===== src/rtl/decode_stage_pkg.sv =====
// Shared opcodes, constants and the decode->execute payload for the or1420 decode stage.
package or1420Pkg;

  localparam int unsigned WORD_W = 32;
  localparam int unsigned PC_W   = 30;
  localparam int unsigned REG_W  = 5;
  localparam int unsigned OPC_W  = 6;

  localparam logic [OPC_W-1:0] OPC_J        = 6'h00;
  localparam logic [OPC_W-1:0] OPC_JAL      = 6'h01;
  localparam logic [OPC_W-1:0] OPC_BNF      = 6'h03;
  localparam logic [OPC_W-1:0] OPC_BF       = 6'h04;
  localparam logic [OPC_W-1:0] OPC_NOP      = 6'h05;
  localparam logic [OPC_W-1:0] OPC_JR       = 6'h11;
  localparam logic [OPC_W-1:0] OPC_JALR     = 6'h12;
  localparam logic [OPC_W-1:0] OPC_LOAD_LO  = 6'h21;
  localparam logic [OPC_W-1:0] OPC_LOAD_HI  = 6'h26;
  localparam logic [OPC_W-1:0] OPC_ANDI     = 6'h29;
  localparam logic [OPC_W-1:0] OPC_ORI      = 6'h2A;
  localparam logic [OPC_W-1:0] OPC_SHIFTI   = 6'h2E;
  localparam logic [OPC_W-1:0] OPC_STORE_LO = 6'h35;
  localparam logic [OPC_W-1:0] OPC_STORE_HI = 6'h37;

  localparam logic [WORD_W-1:0] NOP_INSTRUCTION_DEFAULT = 32'h1500FFFF;
  localparam logic [REG_W-1:0]  LINK_REG                = 5'd9;

  typedef enum logic [1:0] {
    IMM_SEXT16,
    IMM_ZEXT16,
    IMM_STORE
  } imm_kind_e;

  // Registered decode->execute pipeline word.
  typedef struct packed {
    logic              valid;
    logic [WORD_W-1:0] instruction;
    logic [PC_W-1:0]   pc;
    logic [PC_W-1:0]   link_address;
    logic [WORD_W-1:0] immediate;
    logic              is_load;
    logic [REG_W-1:0]  write_reg;
  } exe_word_t;

  function automatic imm_kind_e imm_kind(input logic [OPC_W-1:0] opc);
    imm_kind_e kind;
    kind = IMM_SEXT16;
    if (opc == OPC_ANDI || opc == OPC_ORI || opc == OPC_SHIFTI) begin
      kind = IMM_ZEXT16;
    end else if (opc >= OPC_STORE_LO && opc <= OPC_STORE_HI) begin
      kind = IMM_STORE;
    end
    return kind;
  endfunction

  function automatic logic is_load(input logic [OPC_W-1:0] opc);
    return (opc >= OPC_LOAD_LO) && (opc <= OPC_LOAD_HI);
  endfunction

endpackage


===== src/rtl/decode_stage_immediate.sv =====
// Combinational immediate extraction: zero-extend logic/shift immediates, split field for stores.
module immediateGenerator
  import or1420Pkg::*;
(
  input  logic [OPC_W-1:0]  i_opcode,
  input  logic [25:0]       i_fields,
  output logic [WORD_W-1:0] o_immediate_c
);

  always_comb begin
    o_immediate_c = {{16{i_fields[15]}}, i_fields[15:0]};
    case (imm_kind(i_opcode))
      IMM_ZEXT16: o_immediate_c = {16'h0000, i_fields[15:0]};
      IMM_STORE:  o_immediate_c = {{16{i_fields[25]}}, i_fields[25:21], i_fields[10:0]};
      default:    ;
    endcase
  end

endmodule


===== src/rtl/decode_stage.sv =====
// or1420 decode stage: register read addresses, control-flow resolution,
// load-use hazard detection and the registered decode->execute word.
module decode_stage
  import or1420Pkg::*;
#(
  parameter logic [31:0] NOP_INSTRUCTION = NOP_INSTRUCTION_DEFAULT
) (
  input  logic        cpuClock,
  input  logic        cpuReset,
  input  logic        stallIn,
  input  logic [31:0] instruction,
  input  logic        validInstruction,
  input  logic [31:2] programCounter,
  input  logic [31:2] linkAddress,
  input  logic        flagIn,
  input  logic [31:0] jumpRegisterValue,
  output logic        doJump,
  output logic [31:2] jumpTarget,
  output logic        insertNop,
  output logic [4:0]  regAAddr,
  output logic [4:0]  regBAddr,
  output logic [31:0] exeInstruction,
  output logic [31:2] exePc,
  output logic [31:2] exeLinkAddress,
  output logic [31:0] exeImmediate,
  output logic        exeValid,
  output logic        exeIsLoad,
  output logic [4:0]  exeWriteReg
);

  logic [OPC_W-1:0]  w_opcode;
  logic [WORD_W-1:0] w_immediate;
  logic              w_active;
  logic              w_hazard;
  logic              w_taken;
  logic [PC_W-1:0]   w_target;
  logic [PC_W-1:0]   w_offset;
  logic              w_unused;
  exe_word_t         w_exe_next;
  exe_word_t         r_exe;

  assign w_opcode = instruction[31:26];
  assign regAAddr = instruction[20:16];
  assign regBAddr = instruction[15:11];
  assign w_active = validInstruction & ~stallIn & cpuReset;
  assign w_offset = {{4{instruction[25]}}, instruction[25:0]};
  assign w_unused = ^jumpRegisterValue[1:0];

  immediateGenerator u_imm (
    .i_opcode      (w_opcode),
    .i_fields      (instruction[25:0]),
    .o_immediate_c (w_immediate)
  );

  // Conservative load-use check: both read fields compared whatever the format.
  assign w_hazard = w_active & r_exe.valid & r_exe.is_load & (r_exe.write_reg != '0) &
                    ((r_exe.write_reg == regAAddr) | (r_exe.write_reg == regBAddr));

  // Branch/jump resolution; target is driven even when not taken.
  always_comb begin
    w_taken  = 1'b0;
    w_target = PC_W'(programCounter + w_offset);
    case (w_opcode)
      OPC_J, OPC_JAL: w_taken = 1'b1;
      OPC_BNF:        w_taken = ~flagIn;
      OPC_BF:         w_taken = flagIn;
      OPC_JR, OPC_JALR: begin
        w_taken  = 1'b1;
        w_target = jumpRegisterValue[31:2];
      end
      default: ;
    endcase
  end

  assign doJump     = w_active & w_taken & ~w_hazard;
  assign jumpTarget = w_target;
  assign insertNop  = w_hazard;

  // Next execute word: a bubble unless a valid, hazard-free instruction is presented.
  always_comb begin
    w_exe_next              = '0;
    w_exe_next.instruction  = NOP_INSTRUCTION;
    w_exe_next.pc           = programCounter;
    w_exe_next.link_address = linkAddress;
    w_exe_next.immediate    = w_immediate;
    if (validInstruction && !w_hazard) begin
      w_exe_next.valid       = 1'b1;
      w_exe_next.instruction = instruction;
      w_exe_next.is_load     = is_load(w_opcode);
      w_exe_next.write_reg   = (w_opcode == OPC_JAL || w_opcode == OPC_JALR) ?
                               LINK_REG : instruction[25:21];
    end
  end

  always_ff @(posedge cpuClock) begin
    if (!cpuReset) begin
      r_exe             <= '0;
      r_exe.instruction <= NOP_INSTRUCTION;
    end else if (!stallIn) begin
      r_exe <= w_exe_next;
    end
  end

  assign exeValid       = r_exe.valid;
  assign exeInstruction = r_exe.instruction;
  assign exePc          = r_exe.pc;
  assign exeLinkAddress = r_exe.link_address;
  assign exeImmediate   = r_exe.immediate;
  assign exeIsLoad      = r_exe.is_load;
  assign exeWriteReg    = r_exe.write_reg;

endmodule

===== config.mk =====
export PLATFORM = sky130hd
export DESIGN_NAME = decode_stage
export DESIGN_NICKNAME = d
export VERILOG_FILES = /design/src/rtl/decode_stage_pkg.sv /design/src/rtl/decode_stage_immediate.sv /design/src/rtl/decode_stage.sv
export SDC_FILE = /design/constraint.sdc
export NUM_CORES = 1
export LEC_CHECK = 0
export ABC_AREA = 1
export CORE_ASPECT_RATIO = 1.2
export CORE_UTILIZATION = 30
export DETAILED_ROUTE_END_ITERATION = 16
export GPL_TIMING_DRIVEN = 0
export PLACE_DENSITY = 0.59
export SKIP_CTS_REPAIR_TIMING = 1
export SLEW_MARGIN = 10
export SYNTH_ARGS = -nofsm -noshare
export SYNTH_HDL_FRONTEND = slang
export SYNTH_SLANG_ARGS = --single-unit
export TNS_END_PERCENT = 1

===== constraint.sdc =====
create_clock -name cpuClock -period 5.65 [get_ports cpuClock]
set_input_delay 1.4125 -clock cpuClock [delete_from_list [all_inputs] [get_ports cpuClock]]
set_output_delay 1.4125 -clock cpuClock [all_outputs]
set_load 0.005 [all_outputs]

==> run metrics, run 1 <==
I/O pin cnt just over 300; first-iteration detailed-routing DRC count 442; clk slew on worst S/H paths 0.06 ns; Post-Place Cells 1785; Placed Area between 10000 and 15000 um2; DR WL/cell roughly 15 um; busiest layer in global routing met2; HP Class flip-flop to flip-flop; leakage roughly 5.3 nW; met1 Usage GRT 0.259; Synth top area share 0.318; outcome finished clean; Worst-Skew Late Latency roughly 0.42 ns; Final HPWL DP between 20000 and 25000 um; die height approximately 170 um; GR Util met3 0.0371; die footprint 25000 um2; initial antenna violation count 1; total clock sinks between 100 and 150; most common cell after layout, fill and taps aside nand2_1; first drt pass iteration count 5; post-synthesis net count 1327; post-route cell area about 11000 um2; Netlist cell types 38; Layout Skew approximately 0.0048 ns; global-route wire length before repair roughly 43000 um; Area contributors post-synth dfxtp_1, nand2_1, nor2_1; worst vdd ir 161 uV; Via density about 4.6; vias a little over 8000; Max-slew headroom 0.535; met2 Use GR 0.407; commonest cells after routing, fill and taps aside nand2_1, clkdlybuf4s50_1, nor2_1; number of buffers created by CTS 17; gr usage total 0.225; RSZ-0062 raised after global routing false; die width around 140 um; row cnt between 60 and 70; fin crit period ~5.5 ns; Worst EP arrival around 4.1 ns; Critical Path End Type output port; Max Root-Sink Buffers 2; final hold vios 0; Root Buffer Master clkbuf_16; H-tree depth 4; Seq cells post-synth ~120; synthesized area per cell ~6.3 um2; total length of routed wires 27800 um; I/O Buffers slightly below 300; Setup TNS Final 0 ns; Starting Density 0.306; Layout Nets roughly 1600; fraction of layout cells with a size suffix above 1 0.0842; antenna viol nets, final 0; crit-path max FO 5; Area Overhead vs Synth 54.7%; endpoints failing setup 0; remaining global-route overflow 0; max-slew violations 0; max_cap viols 0; mapped cell area between 7000 and 8000 um2; post-route clock period utilization 0.967; CTS tree done; vias in the first global route between 7000 and 8000; pwr dens 246 nW/um2; Max Freq 183 MHz; DRC violations left 0; Synth warnings 0; cell count after synthesis ~1200; Worst setup SP type input port; Non-Filler Instances 1818; Tightest Pin Transition about 0.7 ns; Pwr Total approximately 2.8 mW; GPL Wtd Cong around 0.91; Worst EP required between 4 and 5 ns; Synth area leader dfxtp_1; pin count of the biggest net entering global routing 18; register area share after synthesis 0.318; Core Area 23900 um2; WS Path Type input port to output port
-- cells in the mapped netlist, drive strengths merged --
master,n
a21o,1
a21oi,42
a31oi,1
and2,1
and3,1
buf,49
clkbuf,24
dfxtp,116
fa,1
ha,29
inv,124
nand2,348
nand2b,1
nand3,77
nand3b,2
nand4,24
nor2,180
nor3,2
o2111ai,1
o211ai,2
o21ai,96
o21bai,4
or2,27
xnor2,9
xor2,6
-- area by class of cell --
type	count	area, um2
antenna	1	2.50
timing repair buffer	297	2970
sequential	116	2320
clock inverter	15	193
multi-input combinational	855	4080
fill	2538	12600
inverter	124	468
tap	320	400
clock buffer	17	425
buffer	73	444
-- worst max-delay path: stages --
cell and delay (ns):
clkdlybuf4s50_1 0.45, ha_1 0.27, fa_1 0.45, nand3_1 0.13, nand3_2 0.13, nand3_1 0.10
nand3_1 0.18, nand3_1 0.16, nand2_1 0.06, nand2_1 0.05, nand3_1 0.08, nand2_1 0.08
clkdlybuf4s50_1 0.50
-- metrics by stage --
step	setup WS [ns]	hold WS, ns	util
after floorplan	1.40	0.448	-
after global placement	0.135	0.438	0.447
after detailed placement	0.119	0.442	0.447
after CTS	0.105	0.453	0.473
after global routing	0.00600	0.466	0.473
final	0.187	0.454	0.473
-- path summary, 6_finish.rpt --
check                                        from                         endpoint  slack [ns]  cells past startpoint
setup / recovery                   instruction[0]                   jumpTarget[22]        0.19                     13
hold / removal    exeInstruction[27]$_SDFFE_PN0N_  exeInstruction[27]$_SDFFE_PN0N_        0.45                      2
setup reg to reg      exeWriteReg[1]$_SDFFE_PN0N_  exeInstruction[10]$_SDFFE_PN1N_        4.19                      9
hold reg to reg   exeInstruction[27]$_SDFFE_PN0N_  exeInstruction[27]$_SDFFE_PN0N_        0.45                      2
-- sequential cells by signal, summed over array words and instances (netlist names) --
| register | count |
|---|---|
| exePc | 30 |
| exeWriteReg | 5 |
| exeLinkAddress | 30 |
| exeImmediate | 17 |
| exeValid | 1 |
| exeIsLoad | 1 |
| exeInstruction | 32 |
-- cells by family after synthesis --
| logic type | after synthesis | share of synthesized area |
|---|---|---|
| buffers and inverters | 197 | 0.125 |
| XOR/XNOR | 15 | 0.0180 |
| AO/OA/AOI/OAI | 147 | 0.104 |
| AND/OR/NAND/NOR | 663 | 0.383 |
| adder cells (fa/ha/maj) | 30 | 0.0524 |
| flip-flops | 116 | 0.318 |
-- power by group --
part | internal, mW | leakage [nW] | switching [mW]
sequential | 0.868 | 0.960 | 0.0282
combinational | 0.388 | 4.07 | 0.356
clock | 0.705 | 0.301 | 0.435
total | 1.96 | 5.33 | 0.819
-- layer usage --
metal,wire [um],up-vias,share of wire
li1,-,4298,-
met1,11500,3690,0.42
met2,14000,277,0.50
met3,1430,46,0.052
met4,804,0,0.029
met5,0,-,0
(Power assumes the default switching activity.)
==> inputs of run 2 (changes only) <==
--- a/config.mk
+++ b/config.mk
@@ -5,12 +5,12 @@
 export SDC_FILE = /design/constraint.sdc
 export NUM_CORES = 1
 export LEC_CHECK = 0
-export ABC_AREA = 1
+export ABC_AREA = 0
 export CORE_ASPECT_RATIO = 1.2
 export CORE_UTILIZATION = 30
 export DETAILED_ROUTE_END_ITERATION = 16
 export GPL_TIMING_DRIVEN = 0
-export PLACE_DENSITY = 0.59
+export PLACE_DENSITY = 0.61
 export SKIP_CTS_REPAIR_TIMING = 1
 export SLEW_MARGIN = 10
 export SYNTH_ARGS = -nofsm -noshare
==> run 2 against run 1 <==
  * The run now ends with negative setup slack left
  * Synthesized cell count is 39% lower
  * Register-to-register slack worse by 0.81 ns
  * Critical path depth shrank 2
  * Clock skew barely moved
  * Final area shrank 6.1%
  * Largest power group unchanged
==> run metrics, run 2 <==
GPL Wtd Cong between 0.8 and 0.9; Tightest Pin Transition a little under 0.9 ns; worst vdd ir around 200 uV; Worst path max stage delay 0.53 ns; first-iteration detailed-routing DRC count 375; pwr dens between 200 and 300 nW/um2; top post-synthesis cells by count dfxtp_1, mux2i_1, nor2b_1; worst hold stages 1; Area contributors post-synth dfxtp_1, mux2i_1, nor2b_1; global-route wire length before repair 34800 um; CTS tree done; reg2reg end exeWriteReg[3]$_SDFFE_PN0N_; final hold vios 0; critical-path cell list clkdlybuf4s50_1 -> ha_2 -> a21oi_1 -> o21ai_1 -> nand3b_1 -> o211a_4 -> a211oi_4 -> o21ai_1 -> xnor2_1 -> o21ai_0 -> clkdlybuf4s50_1; crit-path max FO 6; max-slew violations 0; vias 6328; Synth warnings 0; worst setup margin -0.0566 ns; commonest cells after routing, fill and taps aside clkdlybuf4s50_1, dfxtp_1, mux2i_1; row cnt between 50 and 60; ys async rst share 0; register area share after synthesis 0.361; Worst EP arrival around 4.3 ns; remaining global-route overflow 0; FF-to-FF setup slack between 3 and 4 ns; Layout Skew 0.00441 ns; H-tree depth 4; Main synth FF type dfxtp_1; most frequent cell after synthesis dfxtp_1; total length of routed wires roughly 24000 um; Layout Nets 1187; max_cap viols 0; Final HPWL DP 18300 um; DR WL/cell around 18 um; reg2reg start exeWriteReg[2]$_SDFFE_PN0N_; Root Buffer Master clkbuf_16; WS Path Type input port to output port; Via density between 4 and 5; fraction of layout cells with a size suffix above 1 0.111; violations in the final reports negative setup slack; Synth top area share 0.361; I/O Buffers around 300; die height about 160 um; crit path launch programCounter[11]; Setup TNS Final -0.0566 ns; Synth area leader dfxtp_1; Critical Path End Type output port; Max Freq ~180 MHz; Seq cells post-synth about 120; initial antenna violation count 2; total clock sinks about 120; most common cell after layout, fill and taps aside clkdlybuf4s50_1; Hold Path End exeInstruction[2]$_SDFFE_PN1N_; DRC violations left 0; die footprint around 22000 um2; RSZ-0062 raised after global routing true; first drt pass iteration count 4; cell count after synthesis between 700 and 800; Worst EP required 4.24 ns; Netlist cell types 68; endpoints failing setup 1; post-route clock period utilization 1.01; mapped cell area about 6400 um2; Post-Place Cells roughly 1300; number of buffers created by CTS 17; Max Root-Sink Buffers 2; Area Overhead vs Synth 65.0%; antenna viol nets, final 0; outcome finished with violations; die width 136 um; Worst-Skew Late Latency around 0.42 ns; leakage roughly 4.4 nW; post-synthesis net count approximately 870; clk slew on worst S/H paths about 0.060 ns; number of synthesized flops with an enable pin 0; fin crit period 5.71 ns; synthesized area per cell 9.09 um2; gr usage total 0.211; Critical-path top delay cell clkdlybuf4s50_1; fillcell total 2005; Non-Filler Instances 1312; vias in the first global route 6029; I/O pin cnt 302; Max-slew headroom 0.400; pin count of the biggest net entering global routing 18; Worst setup SP type input port; max FFs per register 32; Core Area 21000 um2; worst r2r path cells 7; HP Class flip-flop to flip-flop; hold_sp exeInstruction[2]$_SDFFE_PN1N_; Starting Density 0.307
==> run 2: cell types whose count changed in the layout (fill, tap and decap cells not counted), sizes merged, moves of 73 or more <==
cell,previous run,this run
nand2,348,47
nor2,180,39
inv,130,15
mux2i,0,75
nor2b,0,74
nand3,77,4
==> run 2: kinds of logic after synthesis <==
kind of cell | after synthesis | share of synthesized area
AO/OA/AOI/OAI | 167 | 0.176
XOR/XNOR | 34 | 0.0463
adder cells (fa/ha/maj) | 30 | 0.0595
buffers and inverters | 71 | 0.0605
flip-flops | 116 | 0.361
multiplexers | 75 | 0.117
AND/OR/NAND/NOR | 215 | 0.180
==> run 2: cell type report <==
| class | count | area, um2 | area share |
|---|---|---|---|
| Tap cell | 270 | 338 | 0.0318 |
| Clock inverter | 13 | 136 | 0.0128 |
| Timing Repair Buffer | 301 | 3070 | 0.289 |
| Sequential cell | 116 | 2320 | 0.219 |
| Inverter | 8 | 30.0 | 0.00283 |
| Multi-Input combinational cell | 521 | 3910 | 0.368 |
| Clock buffer | 19 | 453 | 0.0426 |
| Buffer | 63 | 362 | 0.0340 |
| Antenna cell | 1 | 2.50 | 0.000236 |
==> run 2: critical path, delay by kind of cell <==
family          cells  cell delay [ns]
compound gates      6             1.17
buf+inv             2             1.03
fa+ha+maj           1             0.33
simple gates        1             0.20
xor+xnor            1             0.15
==> run 2: metrics by stage <==
| stage | hold slack (ns) | setup WS [ns] | area, um2 | util | power (mW) |
|---|---|---|---|---|---|
| after floorplan | 0.449 | 0.778 | 6440 | - | 1.21 |
| final | 0.466 | -0.0566 | 10600 | 0.507 | 2.71 |
| after detailed placement | 0.451 | -0.788 | 9760 | 0.465 | 1.61 |
| after CTS | 0.468 | -0.811 | 10300 | 0.493 | 2.70 |
| after global placement | 0.442 | -0.819 | 9760 | 0.465 | 1.61 |
| after global routing | 0.482 | -0.138 | 10600 | 0.507 | 2.83 |
==> run 2: report_power, final <==
| part | internal [mW] | total [mW] | switching (mW) |
|---|---|---|---|
| registers | 0.862 | 0.889 | 0.0265 |
| clock network | 0.642 | 1.09 | 0.448 |
| logic | 0.419 | 0.726 | 0.307 |
| total | 1.92 | 2.71 | 0.782 |
==> run 2: worst max path at each step <==
stage	to	slack [ns]
6_report	jumpTarget[30]	-0.06
5_1_grt	jumpTarget[28]	-0.14
4_1_cts	jumpTarget[30]	-0.81
3_5_place_dp	jumpTarget[30]	-0.79
3_3_place_gp	jumpTarget[30]	-0.82
2_1_floorplan	jumpTarget[30]	0.78
==> run 2: layer usage <==
metal  vias up  wire [um]  track usage
met5         -         13            0
met4         2        344       0.0638
met3        26       1820       0.0647
met2       236      12000        0.372
met1      2926       9510        0.240
li1       3138          -            -
